[config.mk]
export PLATFORM = sky130hd
export DESIGN_NAME = cp0_core
export DESIGN_NICKNAME = d
export VERILOG_FILES = /design/src/rtl/cp0_pkg.sv /design/src/rtl/cp0_int_sync.sv /design/src/rtl/cp0_core.sv
export SDC_FILE = /design/constraint.sdc
export NUM_CORES = 1
export LEC_CHECK = 0
export ABC_CLOCK_PERIOD_IN_PS = 3200
export CAP_MARGIN = 10
export CORE_MARGIN = 2
export CORE_UTILIZATION = 45
export DETAILED_ROUTE_END_ITERATION = 6
export PLACE_DENSITY = 0.81
export SYNTH_ARGS = -nofsm -noshare
export SYNTH_HDL_FRONTEND = slang
export SYNTH_SLANG_ARGS = --single-unit
[constraint.sdc]
create_clock -name clk -period 3.2 [get_ports clk]
set_input_delay 0.32 -clock clk [delete_from_list [all_inputs] [get_ports clk]]
set_output_delay 0.32 -clock clk [all_outputs]
set_load 0.01 [all_outputs]
[src/rtl/cp0_pkg.sv]
// CP0 shared definitions: register addresses, exception codes used by the
// core, and the bit positions of the Status/Cause fields.
package cp0_pkg;

    // Register addresses (c0_raddr / c0_waddr)
    localparam logic [4:0] CR_BADVADDR = 5'd8;
    localparam logic [4:0] CR_COUNT    = 5'd9;
    localparam logic [4:0] CR_COMPARE  = 5'd11;
    localparam logic [4:0] CR_STATUS   = 5'd12;
    localparam logic [4:0] CR_CAUSE    = 5'd13;
    localparam logic [4:0] CR_EPC      = 5'd14;

    // Exception codes that capture BadVAddr
    localparam logic [4:0] EX_ADEL = 5'd4;
    localparam logic [4:0] EX_ADES = 5'd5;

    // Status field positions
    localparam int unsigned ST_IE    = 0;
    localparam int unsigned ST_EXL   = 1;
    localparam int unsigned ST_IM_LO = 8;
    localparam int unsigned ST_BEV   = 22;

    // Cause field positions
    localparam int unsigned CA_EXC_LO = 2;
    localparam int unsigned CA_IP_LO  = 8;
    localparam int unsigned CA_TI     = 30;
    localparam int unsigned CA_BD     = 31;

    function automatic logic is_addr_exc(input logic [4:0] code);
        return (code == EX_ADEL) || (code == EX_ADES);
    endfunction

endpackage

[src/rtl/cp0_int_sync.sv]
// Multi-flop synchronizer for asynchronous interrupt lines.
// Ports:
//   clk, reset  - clock, asynchronous active-high reset (chain clears to 0)
//   din         - asynchronous inputs, WIDTH bits
//   dout        - synchronized outputs, STAGES cycles after din
module cp0_int_sync #(
    parameter int unsigned WIDTH  = 6,
    parameter int unsigned STAGES = 2
) (
    input  logic             clk,
    input  logic             reset,
    input  logic [WIDTH-1:0] din,
    output logic [WIDTH-1:0] dout
);

    logic [STAGES-1:0][WIDTH-1:0] chain_q;

    always_ff @(posedge clk or posedge reset) begin
        if (reset) begin
            chain_q <= '0;
        end else begin
            chain_q[0] <= din;
            for (int i = 1; i < STAGES; i++) begin
                chain_q[i] <= chain_q[i-1];
            end
        end
    end

    assign dout = chain_q[STAGES-1];

endmodule

[src/rtl/cp0_core.sv]
// CP0 system-control coprocessor: Status, Cause, EPC, BadVAddr, and an
// optional Count/Compare timer (enabled by defining CP0_TIMER_EN).
// Ports:
//   clk, reset             - clock, asynchronous active-high reset
//   ext_int_in             - asynchronous external interrupt lines
//   wb_ex/wb_excode/wb_badvaddr/wb_bd/wb_pc - exception commit from writeback
//   mtc0_we/c0_waddr/c0_wdata - CP0 register write
//   eret_flush             - ERET commit (clears EXL)
//   c0_raddr / rdata       - combinational register read
//   epc_out, status_exl    - EPC and EXL register values
//   int_req                - registered interrupt request to the pipeline
module cp0_core
    import cp0_pkg::*;
#(
    parameter int unsigned EXT_INT_W   = 6,
    parameter int unsigned TICK_DIV    = 2,
    parameter int unsigned SYNC_STAGES = 2
) (
    input  logic                 clk,
    input  logic                 reset,
    input  logic [EXT_INT_W-1:0] ext_int_in,
    input  logic                 wb_ex,
    input  logic [4:0]           wb_excode,
    input  logic [31:0]          wb_badvaddr,
    input  logic                 wb_bd,
    input  logic [31:0]          wb_pc,
    input  logic                 mtc0_we,
    input  logic [4:0]           c0_waddr,
    input  logic [31:0]          c0_wdata,
    input  logic                 eret_flush,
    input  logic [4:0]           c0_raddr,
    output logic [31:0]          rdata,
    output logic [31:0]          epc_out,
    output logic                 status_exl,
    output logic                 int_req
);

    // An exception in writeback swallows any same-cycle mtc0 entirely.
    logic cp_write;
    assign cp_write = mtc0_we & ~wb_ex;

    // ---------------------------------------------------------------
    // Interrupt synchronization
    // ---------------------------------------------------------------
    logic [EXT_INT_W-1:0] ext_sync;
    logic [5:0]           ext6;

    cp0_int_sync #(
        .WIDTH  (EXT_INT_W),
        .STAGES (SYNC_STAGES)
    ) u_int_sync (
        .clk   (clk),
        .reset (reset),
        .din   (ext_int_in),
        .dout  (ext_sync)
    );

    always_comb begin
        ext6 = '0;
        ext6[EXT_INT_W-1:0] = ext_sync;
    end

    // ---------------------------------------------------------------
    // Timer
    // ---------------------------------------------------------------
    logic [31:0] count_val;
    logic [31:0] compare_val;
    logic        ti;

`ifdef CP0_TIMER_EN
    localparam int unsigned PRESC_W = (TICK_DIV > 1) ? $clog2(TICK_DIV) : 1;
    localparam logic [PRESC_W-1:0] PRESC_MAX = PRESC_W'(TICK_DIV - 1);

    logic [PRESC_W-1:0] presc_q, presc_d;
    logic [31:0]        count_q, count_d;
    logic [31:0]        compare_q, compare_d;
    logic               ti_q, ti_d;

    always_comb begin
        presc_d   = presc_q;
        count_d   = count_q;
        compare_d = compare_q;
        ti_d      = ti_q;

        if (presc_q == PRESC_MAX) begin
            presc_d = '0;
            count_d = count_q + 32'd1;
        end else begin
            presc_d = presc_q + PRESC_W'(1);
        end
        // A Count write overrides the tick and restarts the prescaler.
        if (cp_write && (c0_waddr == CR_COUNT)) begin
            count_d = c0_wdata;
            presc_d = '0;
        end

        if (count_q == compare_q) begin
            ti_d = 1'b1;
        end
        // Compare write acknowledges the timer interrupt, even on a match.
        if (cp_write && (c0_waddr == CR_COMPARE)) begin
            compare_d = c0_wdata;
            ti_d      = 1'b0;
        end
    end

    always_ff @(posedge clk or posedge reset) begin
        if (reset) begin
            presc_q   <= '0;
            count_q   <= '0;
            compare_q <= '0;
            ti_q      <= 1'b0;
        end else begin
            presc_q   <= presc_d;
            count_q   <= count_d;
            compare_q <= compare_d;
            ti_q      <= ti_d;
        end
    end

    assign count_val   = count_q;
    assign compare_val = compare_q;
    assign ti          = ti_q;
`else
    logic unused_tick_div;
    assign unused_tick_div = ^TICK_DIV;

    assign count_val   = '0;
    assign compare_val = '0;
    assign ti          = 1'b0;
`endif

    // ---------------------------------------------------------------
    // Status / Cause / EPC / BadVAddr
    // ---------------------------------------------------------------
    logic [7:0]  im_q, im_d;
    logic        exl_q, exl_d;
    logic        ie_q, ie_d;
    logic        bd_q, bd_d;
    logic [4:0]  excode_q, excode_d;
    logic [31:0] epc_q, epc_d;
    logic [31:0] badvaddr_q, badvaddr_d;
    logic [1:0]  ip_sw_q, ip_sw_d;
    logic [5:0]  ip_hw_q;
    logic        int_req_q, int_req_d;
    logic [7:0]  ip;

    // IP[7] shares the top hardware line with the timer interrupt.
    assign ip = {ip_hw_q[5] | ti, ip_hw_q[4:0], ip_sw_q};

    always_comb begin
        im_d       = im_q;
        exl_d      = exl_q;
        ie_d       = ie_q;
        bd_d       = bd_q;
        excode_d   = excode_q;
        epc_d      = epc_q;
        badvaddr_d = badvaddr_q;
        ip_sw_d    = ip_sw_q;
        int_req_d  = ie_q & ~exl_q & (|(ip & im_q));

        if (wb_ex) begin
            exl_d    = 1'b1;
            excode_d = wb_excode;
            // Nested exceptions keep the original return point.
            if (!exl_q) begin
                bd_d  = wb_bd;
                epc_d = wb_bd ? (wb_pc - 32'd4) : wb_pc;
            end
            if (is_addr_exc(wb_excode)) begin
                badvaddr_d = wb_badvaddr;
            end
        end else begin
            if (mtc0_we) begin
                unique case (c0_waddr)
                    CR_STATUS: begin
                        im_d  = c0_wdata[ST_IM_LO +: 8];
                        exl_d = c0_wdata[ST_EXL];
                        ie_d  = c0_wdata[ST_IE];
                    end
                    CR_CAUSE: ip_sw_d = c0_wdata[CA_IP_LO +: 2];
                    CR_EPC:   epc_d   = c0_wdata;
                    default:  ;
                endcase
            end
            if (eret_flush) begin
                exl_d = 1'b0;
            end
        end
    end

    always_ff @(posedge clk or posedge reset) begin
        if (reset) begin
            im_q       <= '0;
            exl_q      <= 1'b0;
            ie_q       <= 1'b0;
            bd_q       <= 1'b0;
            excode_q   <= '0;
            epc_q      <= '0;
            badvaddr_q <= '0;
            ip_sw_q    <= '0;
            ip_hw_q    <= '0;
            int_req_q  <= 1'b0;
        end else begin
            im_q       <= im_d;
            exl_q      <= exl_d;
            ie_q       <= ie_d;
            bd_q       <= bd_d;
            excode_q   <= excode_d;
            epc_q      <= epc_d;
            badvaddr_q <= badvaddr_d;
            ip_sw_q    <= ip_sw_d;
            ip_hw_q    <= ext6;
            int_req_q  <= int_req_d;
        end
    end

    // ---------------------------------------------------------------
    // Read mux and outputs
    // ---------------------------------------------------------------
    logic [31:0] status_rd;
    logic [31:0] cause_rd;

    always_comb begin
        status_rd                   = '0;
        status_rd[ST_BEV]           = 1'b1;
        status_rd[ST_IM_LO +: 8]    = im_q;
        status_rd[ST_EXL]           = exl_q;
        status_rd[ST_IE]            = ie_q;

        cause_rd                    = '0;
        cause_rd[CA_BD]             = bd_q;
        cause_rd[CA_TI]             = ti;
        cause_rd[CA_IP_LO +: 8]     = ip;
        cause_rd[CA_EXC_LO +: 5]    = excode_q;
    end

    always_comb begin
        rdata = '0;
        unique case (c0_raddr)
            CR_BADVADDR: rdata = badvaddr_q;
            CR_COUNT:    rdata = count_val;
            CR_COMPARE:  rdata = compare_val;
            CR_STATUS:   rdata = status_rd;
            CR_CAUSE:    rdata = cause_rd;
            CR_EPC:      rdata = epc_q;
            default:     rdata = '0;
        endcase
    end

    assign epc_out    = epc_q;
    assign status_exl = exl_q;
    assign int_req    = int_req_q;

endmodule

Word level (Yosys, flattened, before mapping)

Index checks and enable logic that the tools add are counted.

Register bits after elaboration: 101
Bits of input ports: 123
Output and inout port bits: 66
Word-level logic and storage cells: 50

$add $sub $neg: 1
Equality and inequality tests: 10
Mux-type cells: 10
Bitwise logic cells: 5
Reduce and logical (&&, ||, !) cells: 12

Operators with widths:

| kind                                                                 | count |
|---|---|
| 32-bit 2-to-1 mux                                                    | 5 |
| 32-bit one-hot mux with 4 select lines                               | 1 |
| 5-bit by 4-bit == test with 1-bit output, second input constant      | 7 |
| 32-bit by 3-bit subtractor with 32-bit output, second input constant | 1 |
| 5-bit by 3-bit == test with 1-bit output, second input constant      | 2 |
| 3-bit AND reduction                                                  | 3 |
| 8-bit bitwise AND                                                    | 1 |
| 8-bit OR reduction                                                   | 1 |
| 2-bit AND reduction                                                  | 3 |
| 3-bit nonzero test                                                   | 2 |
| 1-bit 2-to-1 mux                                                     | 4 |
| 2-bit nonzero test                                                   | 2 |
| 1-bit bitwise AND                                                    | 2 |
| 2-bit != test, second input constant                                 | 1 |
| 1-bit NOT                                                            | 2 |
| 1-bit logical OR                                                     | 1 |

Depth between registers and ports, before layout

Depth after elaboration: 5
Gate-level depth with buffers: 7
Gate-level depth less buffers: 7

Modules after synthesis

A second synthesis with hierarchy kept.

Cell total of the unflattened synthesis: 443
Area total of the unflattened synthesis: 5,028.6 µm²

Modules (own cells, without submodules):

| module       | times used | cells each | area an instance (µm²) | sequential area each (µm²) |
|---|---|---|---|---|
| cp0_core     | 1          | 424        | 4,679.5                | 2,227.1 |
| cp0_int_sync | 1          | 19         | 349.1                  | 300.3 |

Least setup slack after synthesis

Ideal clock, no wire load.

Path type: input -> register
Start: input wb_pc[16]
End: register epc_q[22] (netlist: epc_out[22])
Setup time: 64 ps
Data arrival time: 1,953 ps
Required time: 3,136 ps
Setup slack: 1,183 ps
Stages: 6
Path buffers: 1
Cells stage by stage: or3_1 > or3_1 > buf_2 > or4_1 > a311oi_1 > a21o_1

Word-level cells in the longest chain between the ends: 4

RTL lines:

| item                                          | line            | RTL |
|---|---|---|
| from (decl)                                   | cp0_core.sv:26  | `input logic [31:0] wb_pc,` |
| 32-bit by 3-bit subtractor with 32-bit output | cp0_core.sv:168 | `epc_d = wb_bd ? (wb_pc - 32'd4) : wb_pc;` |
| 32-bit 2-to-1 mux                             | cp0_core.sv:168 |  |
| 32-bit 2-to-1 mux                             | cp0_core.sv:166 | `if (!exl_q) begin` |
| 32-bit 2-to-1 mux                             | cp0_core.sv:162 | `if (wb_ex) begin` |
| to (signal assigned)                          | cp0_core.sv:210 | `epc_q <= epc_d;` |
| to (decl)                                     | cp0_core.sv:141 | `logic [31:0] epc_q, epc_d;` |

No other way between the ends. The select of a mux whose other input is x is not followed.
A chain may end at the register's enable or synchronous reset.

Worst setup path after layout

Start: input c0_raddr[2]
End: output rdata[15]

Word-level cells in the longest chain between the ends: 2
Elaborated cells between the ends (all ways): 5
Those cells by class: eq/ne (4); mux (1)

RTL lines:

| item                                       | line            | RTL |
|---|---|---|
| from (decl)                                | cp0_core.sv:31  | `input logic [4:0] c0_raddr,` |
| 5-bit by 4-bit == test with 1-bit output   | cp0_core.sv:240 | `unique case (c0_raddr)` |
| 32-bit one-hot mux with 4 select lines (*) | cp0_core.sv:240 |  |
| to (decl)                                  | cp0_core.sv:32  | `output logic [31:0] rdata,` |

Every way passes the cells marked *; elsewhere a longest branch is shown, timed or not.

==> results.yml <==
floorplanning:
  rows: 38
  die-height_um: 109
  io_pins: 189
  die_area_um2: 12000
  start_util_pct: 46.2
  die_w_um: 109
  core_um2: 10800
sta:
  fin_skew_ps: 6.21
  slew_viol_final: 0
  tightest_slew_ps: 786
  finalSetupViolations: 0
  fin_tns_setup_ps: 0
  holdWs_ps: 356
  hold_violations: 0
  rsz0062_at_grt: "no"
  fin_crit_sh_pct: 87.8
  fin_crit_ps: 2810
  max_freq_mhz: 356
  timing.slew.headroom_pct: 47.3
yosys:
  yosysMostFrequentCell: "dfrtp_1"
  synth_top_area_share_pct: 50.5
  synth_edf_count: 0
  ys_top_cells_by_count: "dfrtp_1, mux2_2, nand2_1, o21ai_0"
  synth_flop_cell: "dfrtp_1"
  syn_inst: 462
  syn_nets: 586
  avgSynthCellArea_um2: 10.8
  ys_types: 50
  yosys-top-cells-area: "dfrtp_1, mux2_2, xnor2_1"
  yosysWarningCount: 0
  synthArstFlopShare_pct: 100
  synth_top_area_cell: "dfrtp_1"
  ys_seq_area_share_pct: 50.5
  synth_seq_cells: 101
  syn_area_um2: 5010
setup_path:
  crit_path_max_fanout: 32
  cp.arrival_ps: 2490
  path_cells: "clkdlybuf4s50_1 -> nand3b_1 -> nor3b_2 -> buf_4 -> a22oi_1 -> o21ai_0 -> clkdlybuf4s50_1"
  critPathKind: "input port to output port"
  crit_path_start_kind: "input port"
  cpMostUsedCell: "clkdlybuf4s50_1"
  crit_required_ps: 2880
  cpLargestDelayFamily: "buffers and inverters"
  endpoint_kind: "output port"
  cp_slowest_cell: "clkdlybuf4s50_1"
  crit_buf_inv: 3
  critPathMaxStageDelay_ps: 600
layout:
  antenna_cells: 0
  area_growth_pct: 45.3
  fin_nets: 770
  drive_gt1_share_pct: 13.8
clock_network:
  cts_hold_buffers: 0
  cts_tree: "built"
  cts.sink_count: 101
  cts_buffers: 9
  cts_setup_buffers: 0
  clk_latency_ps: 360
  cts-htree-levels: 3
  cts-resized-gates: 0
  cts.path.max_buffers: 2
  path_clk_slew_ps: 100
  cts-root-buf: "clkbuf_8"
drt:
  drtAntennaViolNets: 0
  drt_iter0_drc: 312
  via_count: 4500
  wl_per_cell_um: 19.2
  vias_per_cell: 5.70
  totalWireLength_um: 15200
  drt_pass1_iterations: 5
  drc: 0
global_route:
  grt_pass1_wl_um: 23700
  overflow: 0
  grt_max_degree: 53
  grt_pass1_vias: 4600
  grt_usage_pct: 26.0
  antenna_found_initial: 0
place:
  gp_congestion: 0.878
  numPortBuffers: 188
  dp_hpwl_um: 11500
pwr:
  p_leak_uw: 0.00291
  power-per-cell-area_nw_per_um2: 436
  vdd_drop_max_mv: 0.294
job:
  cap_viol_max_count: 0
min_path:
  hold_path.class: "register to register"
status:
  status: "finished, final reports clean"
-- flip-flops by register name, indices dropped and copies added (netlist names) --
| register | flops |
|---|---|
| epc_out | 32 |
| badvaddr_q | 32 |
| int_req | 1 |
| u_int_sync.dout | 6 |
| bd_q | 1 |
| ie_q | 1 |
| excode_q | 5 |
| im_q | 8 |
| ip_sw_q | 2 |
| status_exl | 1 |
| ip_hw_q | 6 |
| u_int_sync.chain_q | 6 |
-- worst register-to-register path, delay by kind of cell (launching register included) --
kind            cells  cell delay [ps]
compound gates      3              660
buf+inv             1              270
simple gates        2              250
flops               1              500
-- logic make-up after synthesis --
group                      count (synthesis)  share of synthesized area, %
AOI/OAI and AO/OA                        107                          14.1
xor gates and xnor gates                  26                          4.55
adders and majority gates                  1                         0.250
muxes                                     61                          13.4
and+or+nand+nor                          133                          14.7
buffers and inverters                     33                          2.55
DFF                                      101                          50.5
-- per-stage QoR --
step / util [%] / instance area [um^2] / cells / total power [uW] / setup WS (ps)
after floorplan: - / 5010 / 462 / 1950 / 233
after detailed placement: 65.4 / 7090 / 775 / 2420 / 260
after global routing: 67.1 / 7270 / 790 / 3330 / 288
after global placement: 65.4 / 7090 / 775 / 2390 / 337
after CTS: 67.1 / 7270 / 790 / 3190 / 413
final: 67.1 / 7270 / 790 / 3170 / 392
-- worst paths after layout --
check	endpoint	startpoint	slack (ps)	cells after the start
min in group asynchronous	badvaddr_q[22]	reset	410	2
worst min register to register	u_int_sync.dout[4]	u_int_sync.chain_q[4]	360	0
worst min-delay path	u_int_sync.dout[4]	u_int_sync.chain_q[4]	360	0
worst max-delay path	rdata[15]	c0_raddr[2]	390	7
worst max register to register	epc_out[21]	status_exl	1400	6
max in group asynchronous	badvaddr_q[14]	reset	2060	3
-- layer usage --
metal	GRT usage [%]	wire, um	vias up
met1	33.0	6240	2210
met5	0	0	-
li1	-	-	2051
met3	5.33	1150	26
met2	45.1	7510	213
met4	7.41	299	0
-- power breakdown --
part           total [uW]  switching, uW  leakage, uW  internal, uW
sequential           1630            145      0.00123          1480
clock                 772            460    0.0000909           312
combinational         768            304      0.00159           464
total                3170            909      0.00291          2260
-- layout make-up --
| type | instances | area, um^2 |
|---|---|---|
| Tap cell | 140 | 175 |
| Fill cell | 850 | 3570 |
| Sequential cell | 101 | 2530 |
| Clock inverter | 5 | 45.0 |
| Clock buffer | 10 | 138 |
| Multi-Input combinational cell | 328 | 2380 |
| Inverter | 5 | 21.3 |
| Timing Repair Buffer | 201 | 1990 |
-- cell usage in the layout (no fill, tap or decap), drive strengths merged, types with 2 or more instances in the layout --
cell             n
nor2            21
nor4             9
nand2b           4
a22o            16
inv              7
dfrtp          101
a32o             3
a21o             2
and3             5
o211ai           2
mux2            48
a22oi           14
mux2i           13
nand3b           2
a221o            3
nand4            3
clkbuf          10
nor3b            8
o22ai            3
clkdlybuf4s50  187
a21oi           16
xor2             5
nor4b            5
nand3            9
nor3            12
nand2           43
or3              6
xnor2           21
clkinv           2
o21ai           38
buf             14
a311oi           2
Note: power is estimated with default switching activity, not from simulation.
